**config.mk**
```make
export PLATFORM = sky130hd
export DESIGN_NAME = spi_move_slave
export DESIGN_NICKNAME = d
export VERILOG_FILES = /design/src/rtl/spi_move_slave.sv
export SDC_FILE = /design/constraint.sdc
export NUM_CORES = 1
export LEC_CHECK = 0
export BUFFER_PORTS_ARGS = -buffer_cell sky130_fd_sc_hd__buf_2
export CORE_MARGIN = 1
export CORE_UTILIZATION = 45
export DETAILED_ROUTE_END_ITERATION = 7
export PLACE_DENSITY = 0.66
export SLEW_MARGIN = 20
export SYNTH_ARGS = -nofsm -noshare
export SYNTH_HDL_FRONTEND = slang
export SYNTH_SLANG_ARGS = --single-unit
```
**constraint.sdc**
```tcl
create_clock -name clk -period 2.7 [get_ports clk]
set_clock_uncertainty 0.15 [all_clocks]
set_input_delay 0.27 -clock clk [delete_from_list [all_inputs] [get_ports clk]]
set_output_delay 0.27 -clock clk [all_outputs]
set_load 0.01 [all_outputs]
```
**src/rtl/spi_move_slave.sv**
```systemverilog
// SPI mode-0 slave that receives move frames from the external controller.
// Decodes {opcode, index} frames into move_valid/move_err pulses and returns
// one status byte on miso per frame.
//
// state | meaning
// IDLE  | waiting for ss to fall; miso released
// SHIFT | frame in progress; sampling mosi on sclk rise, driving miso on fall
// DONE  | full frame received; extra sclk edges ignored until ss rises
module spi_move_slave #(
  parameter int DATA_W      = 8,
  parameter int IDX_W       = 6,
  parameter int NUM_CELLS   = 9,
  parameter int SYNC_STAGES = 2
) (
  input  logic              clk,
  input  logic              rst,
  input  logic              sclk,
  input  logic              ss,
  input  logic              mosi,
  output logic              miso,
  output logic              miso_oe,
  input  logic [DATA_W-1:0] tx_data,
  output logic [DATA_W-1:0] rx_data,
  output logic              rx_valid,
  output logic [IDX_W-1:0]  move_index,
  output logic              move_valid,
  output logic              move_err,
  output logic              frame_abort
);

  localparam int CNT_W = $clog2(DATA_W + 1);
  localparam logic [CNT_W-1:0] LAST_BIT  = CNT_W'(DATA_W - 1);
  localparam logic [IDX_W-1:0] CELL_LIMIT = IDX_W'(NUM_CELLS);

  typedef enum logic [1:0] {IDLE, SHIFT, DONE} state_t;

  state_t state, state_nxt;

  logic [SYNC_STAGES-1:0] sclk_sync, ss_sync, mosi_sync;
  logic sclk_d, ss_d;
  logic sclk_s, ss_s, mosi_s;
  logic sclk_rise, sclk_fall, ss_rise, ss_fall;

  logic [CNT_W-1:0]  bit_cnt;
  logic [DATA_W-2:0] rx_shift;
  logic [DATA_W-2:0] tx_shift;
  logic              miso_r;
  logic              frame_done;
  logic              is_move;
  logic              idx_ok;
  logic              last_bit;

  // Synchronise the SPI pins into clk. ss resets low so that a master already
  // holding ss low at reset release cannot start a frame until it goes high first.
  always_ff @(posedge clk) begin
    if (rst) begin
      sclk_sync <= '0;
      ss_sync   <= '0;
      mosi_sync <= '0;
      sclk_d    <= 1'b0;
      ss_d      <= 1'b0;
    end else begin
      sclk_sync <= {sclk_sync[SYNC_STAGES-2:0], sclk};
      ss_sync   <= {ss_sync[SYNC_STAGES-2:0], ss};
      mosi_sync <= {mosi_sync[SYNC_STAGES-2:0], mosi};
      sclk_d    <= sclk_s;
      ss_d      <= ss_s;
    end
  end

  assign sclk_s    = sclk_sync[SYNC_STAGES-1];
  assign ss_s      = ss_sync[SYNC_STAGES-1];
  assign mosi_s    = mosi_sync[SYNC_STAGES-1];
  assign sclk_rise = sclk_s & ~sclk_d;
  assign sclk_fall = ~sclk_s & sclk_d;
  assign ss_rise   = ss_s & ~ss_d;
  assign ss_fall   = ~ss_s & ss_d;
  assign last_bit  = (bit_cnt == LAST_BIT);

  // FSM state register.
  always_ff @(posedge clk) begin
    if (rst) state <= IDLE;
    else     state <= state_nxt;
  end

  // Next-state logic; an ss rise always takes precedence over sclk edges.
  always_comb begin
    state_nxt = state;
    case (state)
      IDLE:  if (ss_fall) state_nxt = SHIFT;
      SHIFT: begin
        if (ss_rise)                     state_nxt = IDLE;
        else if (sclk_rise && last_bit)  state_nxt = DONE;
      end
      DONE:  if (ss_rise) state_nxt = IDLE;
      default: state_nxt = IDLE;
    endcase
  end

  // Shift registers, bit counter, miso driver and frame completion/abort flags.
  always_ff @(posedge clk) begin
    if (rst) begin
      bit_cnt     <= '0;
      rx_shift    <= '0;
      tx_shift    <= '0;
      miso_r      <= 1'b0;
      rx_data     <= '0;
      frame_done  <= 1'b0;
      frame_abort <= 1'b0;
    end else begin
      frame_done  <= 1'b0;
      frame_abort <= 1'b0;
      case (state)
        IDLE: begin
          miso_r <= 1'b0;
          if (ss_fall) begin
            tx_shift <= tx_data[DATA_W-2:0];
            miso_r   <= tx_data[DATA_W-1];
            bit_cnt  <= '0;
          end
        end
        SHIFT: begin
          if (ss_rise) begin
            frame_abort <= 1'b1;
            miso_r      <= 1'b0;
          end else if (sclk_rise) begin
            rx_shift <= {rx_shift[DATA_W-3:0], mosi_s};
            bit_cnt  <= bit_cnt + CNT_W'(1);
            if (last_bit) begin
              rx_data    <= {rx_shift, mosi_s};
              frame_done <= 1'b1;
              miso_r     <= 1'b0;
            end
          end else if (sclk_fall) begin
            miso_r   <= tx_shift[DATA_W-2];
            tx_shift <= {tx_shift[DATA_W-3:0], 1'b0};
          end
        end
        default: miso_r <= 1'b0;
      endcase
    end
  end

  assign is_move = (rx_data[DATA_W-1:DATA_W-2] == 2'b01);
  assign idx_ok  = (rx_data[IDX_W-1:0] < CELL_LIMIT);

  // Decode the captured frame one clk after it lands in rx_data.
  always_ff @(posedge clk) begin
    if (rst) begin
      rx_valid   <= 1'b0;
      move_valid <= 1'b0;
      move_err   <= 1'b0;
      move_index <= '0;
    end else begin
      rx_valid   <= frame_done;
      move_valid <= frame_done & is_move & idx_ok;
      move_err   <= frame_done & is_move & ~idx_ok;
      if (frame_done && is_move && idx_ok) move_index <= rx_data[IDX_W-1:0];
    end
  end

  assign miso_oe = (state != IDLE);
  assign miso    = miso_r & miso_oe;

endmodule

```
; Yosys cells after proc, flatten, opt, wreduce, memory -nomap -nowiden
; Cells that the tools add are included.
[op_classes]
n_shift = 0
n_mux = 22
div = 0
reduce_logical = 14
n_addsub = 1
n_mul = 0
bitwise = 16
order_cmp = 1
eq_ne = 13
[ops]
columns = cell, n
row1 = $mux 7, 4
row2 = $pmux 7 s2, 1
row3 = $mux 4, 3
row4 = $ne 2x2->1 const B, 6
row5 = $and 1x1->1, 8
row6 = $mux 2, 4
row7 = $ne 4x4->1 const B, 2
row8 = $not 1->1, 8
row9 = $pmux 4 s2, 1
row10 = $reduce_and 4->1, 2
row11 = $mux 1, 7
row12 = $lt 6x4->1 const B, 1
row13 = $pmux 2 s3, 1
row14 = $reduce_and 3->1, 2
row15 = $reduce_and 5->1, 1
row16 = $add 4x1->4 const B, 1
row17 = $eq 2x1->1 const B, 2
row18 = $eq 4x3->1 const B, 1
row19 = $reduce_bool 2->1, 2
row20 = $reduce_or 4->1, 1
row21 = $logic_and 1x1->1, 3
row22 = $ne 3x3->1 const B, 1
row23 = $eq 2x2->1 const B, 1
row24 = $logic_not 2->1, 1
row25 = 3 further kinds, 3
[totals]
mem_bits_ro = 0
mem_count = 0
wordCells = 84
ram_bits = 0
latchBits = 0
in_bits = 13
ff_bits = 48

; Longest topological paths before layout
[logic_depth]
depth_word = 6
ltp_mapped = 6

; Worst setup path after synthesis
; No wires, ideal clock.
[synth_path]
path_kind = reg-to-reg
startpoint = reg sclk_d
endpoint = reg rx_data[0]
slack_ps = 983
path_stages_with_launch = 7
synth_period_minus_slack_ps = 1717
setup_time_ps = 128
arrival_time_ps = 1440
path_buffers = 0
path_cell_list = dfxtp_1 -> inv_1 -> ha_1 -> nand4b_1 -> nor3_4 -> mux2i_1 -> nor2_1
[synth_between]
elab_chain_len = 3
[synth_rtl]
columns = item, line
row1 = from (decl), 40  ; logic sclk_d, ss_d;
row2 = from (signal assigned), 66  ; sclk_d <= sclk_s;
row3 = $not 1->1, 74  ; assign sclk_rise = sclk_s & ~sclk_d;
row4 = $and 1x1->1, 74
row5 = $reduce_and 4->1 (no source line), n/a
row6 = to (signal assigned), 130  ; rx_data <= {rx_shift, mosi_s};
row7 = to (decl), 23  ; output logic [DATA_W-1:0] rx_data,
; Every way passes these cells.
; A chain may end at the register's enable or synchronous reset.

; Worst setup path in the final report
[layout_path]
startpoint = reg state[0]
endpoint = reg rx_data[0]
[layout_between]
elab_chain_len = 2
[layout_rtl]
columns = item, line
row1 = from (decl), 37  ; state_t state, state_nxt;
row2 = from (signal assigned), 83  ; else state <= state_nxt;
row3 = $eq 2x1->1, 113  ; case (state)
row4 = $reduce_and 4->1 (no source line), n/a
; Every way passes these cells.

==> qor.yml <==
status: "completed"
power.total_uw: 1220
crit_chain: "nand2b_4 > nor3_4 > mux2i_1 > nor2_1"
drt-vias-per-instance: 5.16
antenna_found_initial: 0
cts_tree: "built"
cts_max_level: 2
min_path_cells: 2
crit_family: "flip-flops"
final_nets: 244
die_y_um: 67.5
portBuffers: 32
cp-start-kind: "flip-flop"
ys.flop_type: "dfxtp_1"
die_x_um: 67.5
clk_pin_slew_ps: 80
fp-row-count: 23
worst_pin_slew_ps: 772
cp.required_ps: 2720
grt_setup_unrepaired: "false"
routedWlPerCell_um: 12.7
period_share: 0.760
synth-seq-cells: 48
synth-async-reset-ratio: 0
hold_ws_ps: 20.9
first_iter_violations: 92
synth.avg_cell_area_um2: 9.70
yosys.area.top_type: "dfxtp_1"
drv_cap: 0
grt_pass1_vias: 1225
cp_max_fo: 16
cts_buffer_depth: 2
ff2ff_path_depth: 4
cts-root-buf: "clkbuf_8"
multi_input_area_um2: 893
grt-ovfl-total: 0
criticalPathCategory: "reg2reg"
clk_latency_ps: 300
dr.pass1.iters: 4
hold_buffers: 0
powerDensity_nw_per_um2: 556
worst-path-buf-inv: 0
arrival_ps: 2070
gp_congestion: 0.748
drcViolationCount: 0
diodes: 0
fillers: 378
ant_nets: 0
finalCriticalPeriod_ps: 2050
ys_types: 35
synth_area_leaders: "dfxtp_1 50%, mux2i_1 9.3%, nor2_1 4.7%"
hp-class: "in2reg"
numClockSinks: 48
slew_violations: 0
fin_tns_setup_ps: 0
crit_cells: 4
start_util: 0.475
netlist.area_leader.share: 0.498
synth_warnings: 0
cts_buffers: 5
areaGrowthSynthToFinish_pct: 13.7
timing.slew.headroom: 0.485
crit_path_max_incr_delay_ps: 780
setup_violations: 0
die_area_um2: 4550
core_area_um2: 4060
dp_hpwl_um: 2360
post-place-ws_ps: 652
power.leakage_uw: 0.000920
grt_pass1_wl_um: 5700
vias: 1440
final_layout_size_suffix_gt1_frac: 0.227
grt_max_degree: 46
fin_ws_ps: 647
fmax_ghz: 0.487
boundaryPins: 33
wirelength_um: 3540
netlist_area_um2: 1930
seqCellArea_um2: 961
fin_util: 0.541
synth_fp_nets: 215
synth_edf_count: 0
peakVddDrop_uv: 331
hold_viol: 0
ctsResizeCount: 0
grtUsageTotal: 0.173
synthCells: 199
end_kind: "flip-flop"
cp_slowest_cell: "dfxtp_1"
cts_setup_buffers: 0
seq_area_frac_synth: 0.498
==> metal layers <==
layer | up-vias | track usage | wire length, µm
li1 | 751 | - | -
met1 | 657 | 0.240 | 1800
met2 | 25 | 0.234 | 1520
met3 | 7 | 0.0405 | 126
met4 | 0 | 0.112 | 93
met5 | - | 0 | 0
==> area by class of cell <==
class / count / share of cell area
clock buffers: 7 / 0.0394
clock inverters: 1 / 0.00342
inverters: 4 / 0.00685
multi-input cells: 136 / 0.407
flip-flops and latches: 48 / 0.438
well taps: 50 / 0.0285
repair buffers: 33 / 0.0764
==> cell families after synthesis <==
family / count (synthesis) / synth area share
compound gates: 29 / 0.0914
buf+inv: 15 / 0.0389
simple gates: 80 / 0.224
fa+ha+maj: 3 / 0.0195
mux: 24 / 0.128
flops: 48 / 0.498
==> stage by stage <==
stage / cell area, µm² / instances
after CTS: 2190 / 279
final: 2190 / 279
after global placement: 2100 / 271
after floorplan: 1930 / 199
after detailed placement: 2100 / 271
after global routing: 2190 / 279
==> path summary, 6_finish.rpt <==
| path | start | endpoint | slack, ps |
|---|---|---|---|
| setup / recovery | state[0]$_SDFFE_PP0P_ | rx_data[0]$_SDFFE_PP0P_ | 650 |
| hold / removal | mosi | mosi_sync[0]$_SDFF_PP0_ | 20 |
| setup reg to reg | state[0]$_SDFFE_PP0P_ | rx_data[0]$_SDFFE_PP0P_ | 650 |
| hold reg to reg | mosi_sync[0]$_SDFF_PP0_ | mosi_sync[1]$_SDFF_PP0_ | 290 |
==> worst reg2reg max path: stages (launching register included) <==
cell	delay (ps)
dfxtp_1	780
nand2b_4	170
nor3_4	510
mux2i_1	270
nor2_1	50
==> registers in the layout (all words and copies together) (netlist names) <==
register,count
move_err,1
state,2
mosi_sync,2
move_valid,1
move_index,6
rx_shift,7
rx_valid,1
tx_shift,7
bit_cnt,4
frame_done,1
ss_sync,2
sclk_d,1
ss_d,1
miso_r,1
frame_abort,1
sclk_sync,2
rx_data,8
==> layout by cell type, fill, tap and decap left out, types with 3 or more instances in the layout <==
master / synthesis / final
inv_1: 4 / 4
nand3_1: 7 / 7
nand4_1: 3 / 3
mux2_2: 6 / 6
a21oi_1: 17 / 17
nand2_1: 14 / 14
clkbuf_8: 0 / 6
nor2b_1: 10 / 10
buf_2: 3 / 32
nor2_1: 24 / 24
o21ai_0: 3 / 3
mux2i_1: 18 / 18
ha_1: 3 / 3
or3_1: 5 / 5
dfxtp_1: 48 / 48
==> Yosys cell counts, drive strengths merged, types with 3 or more instances <==
cell	number
nor3	3
nand3	7
inv	4
o21ai	3
clkbuf	6
nand2b	3
or3	5
dfxtp	48
mux2i	18
mux2	6
ha	3
buf	5
nor2	25
nand4	3
nor2b	10
nand2	14
a21oi	17
==> power breakdown <==
group          switching (µW)  internal [µW]  leakage [µW]
combinational            31.1           25.2      0.000487
clock                     233            208     0.0000445
sequential               6.73            716      0.000388
total                     271            949      0.000920
Note: power is estimated with default switching activity, not from simulation.
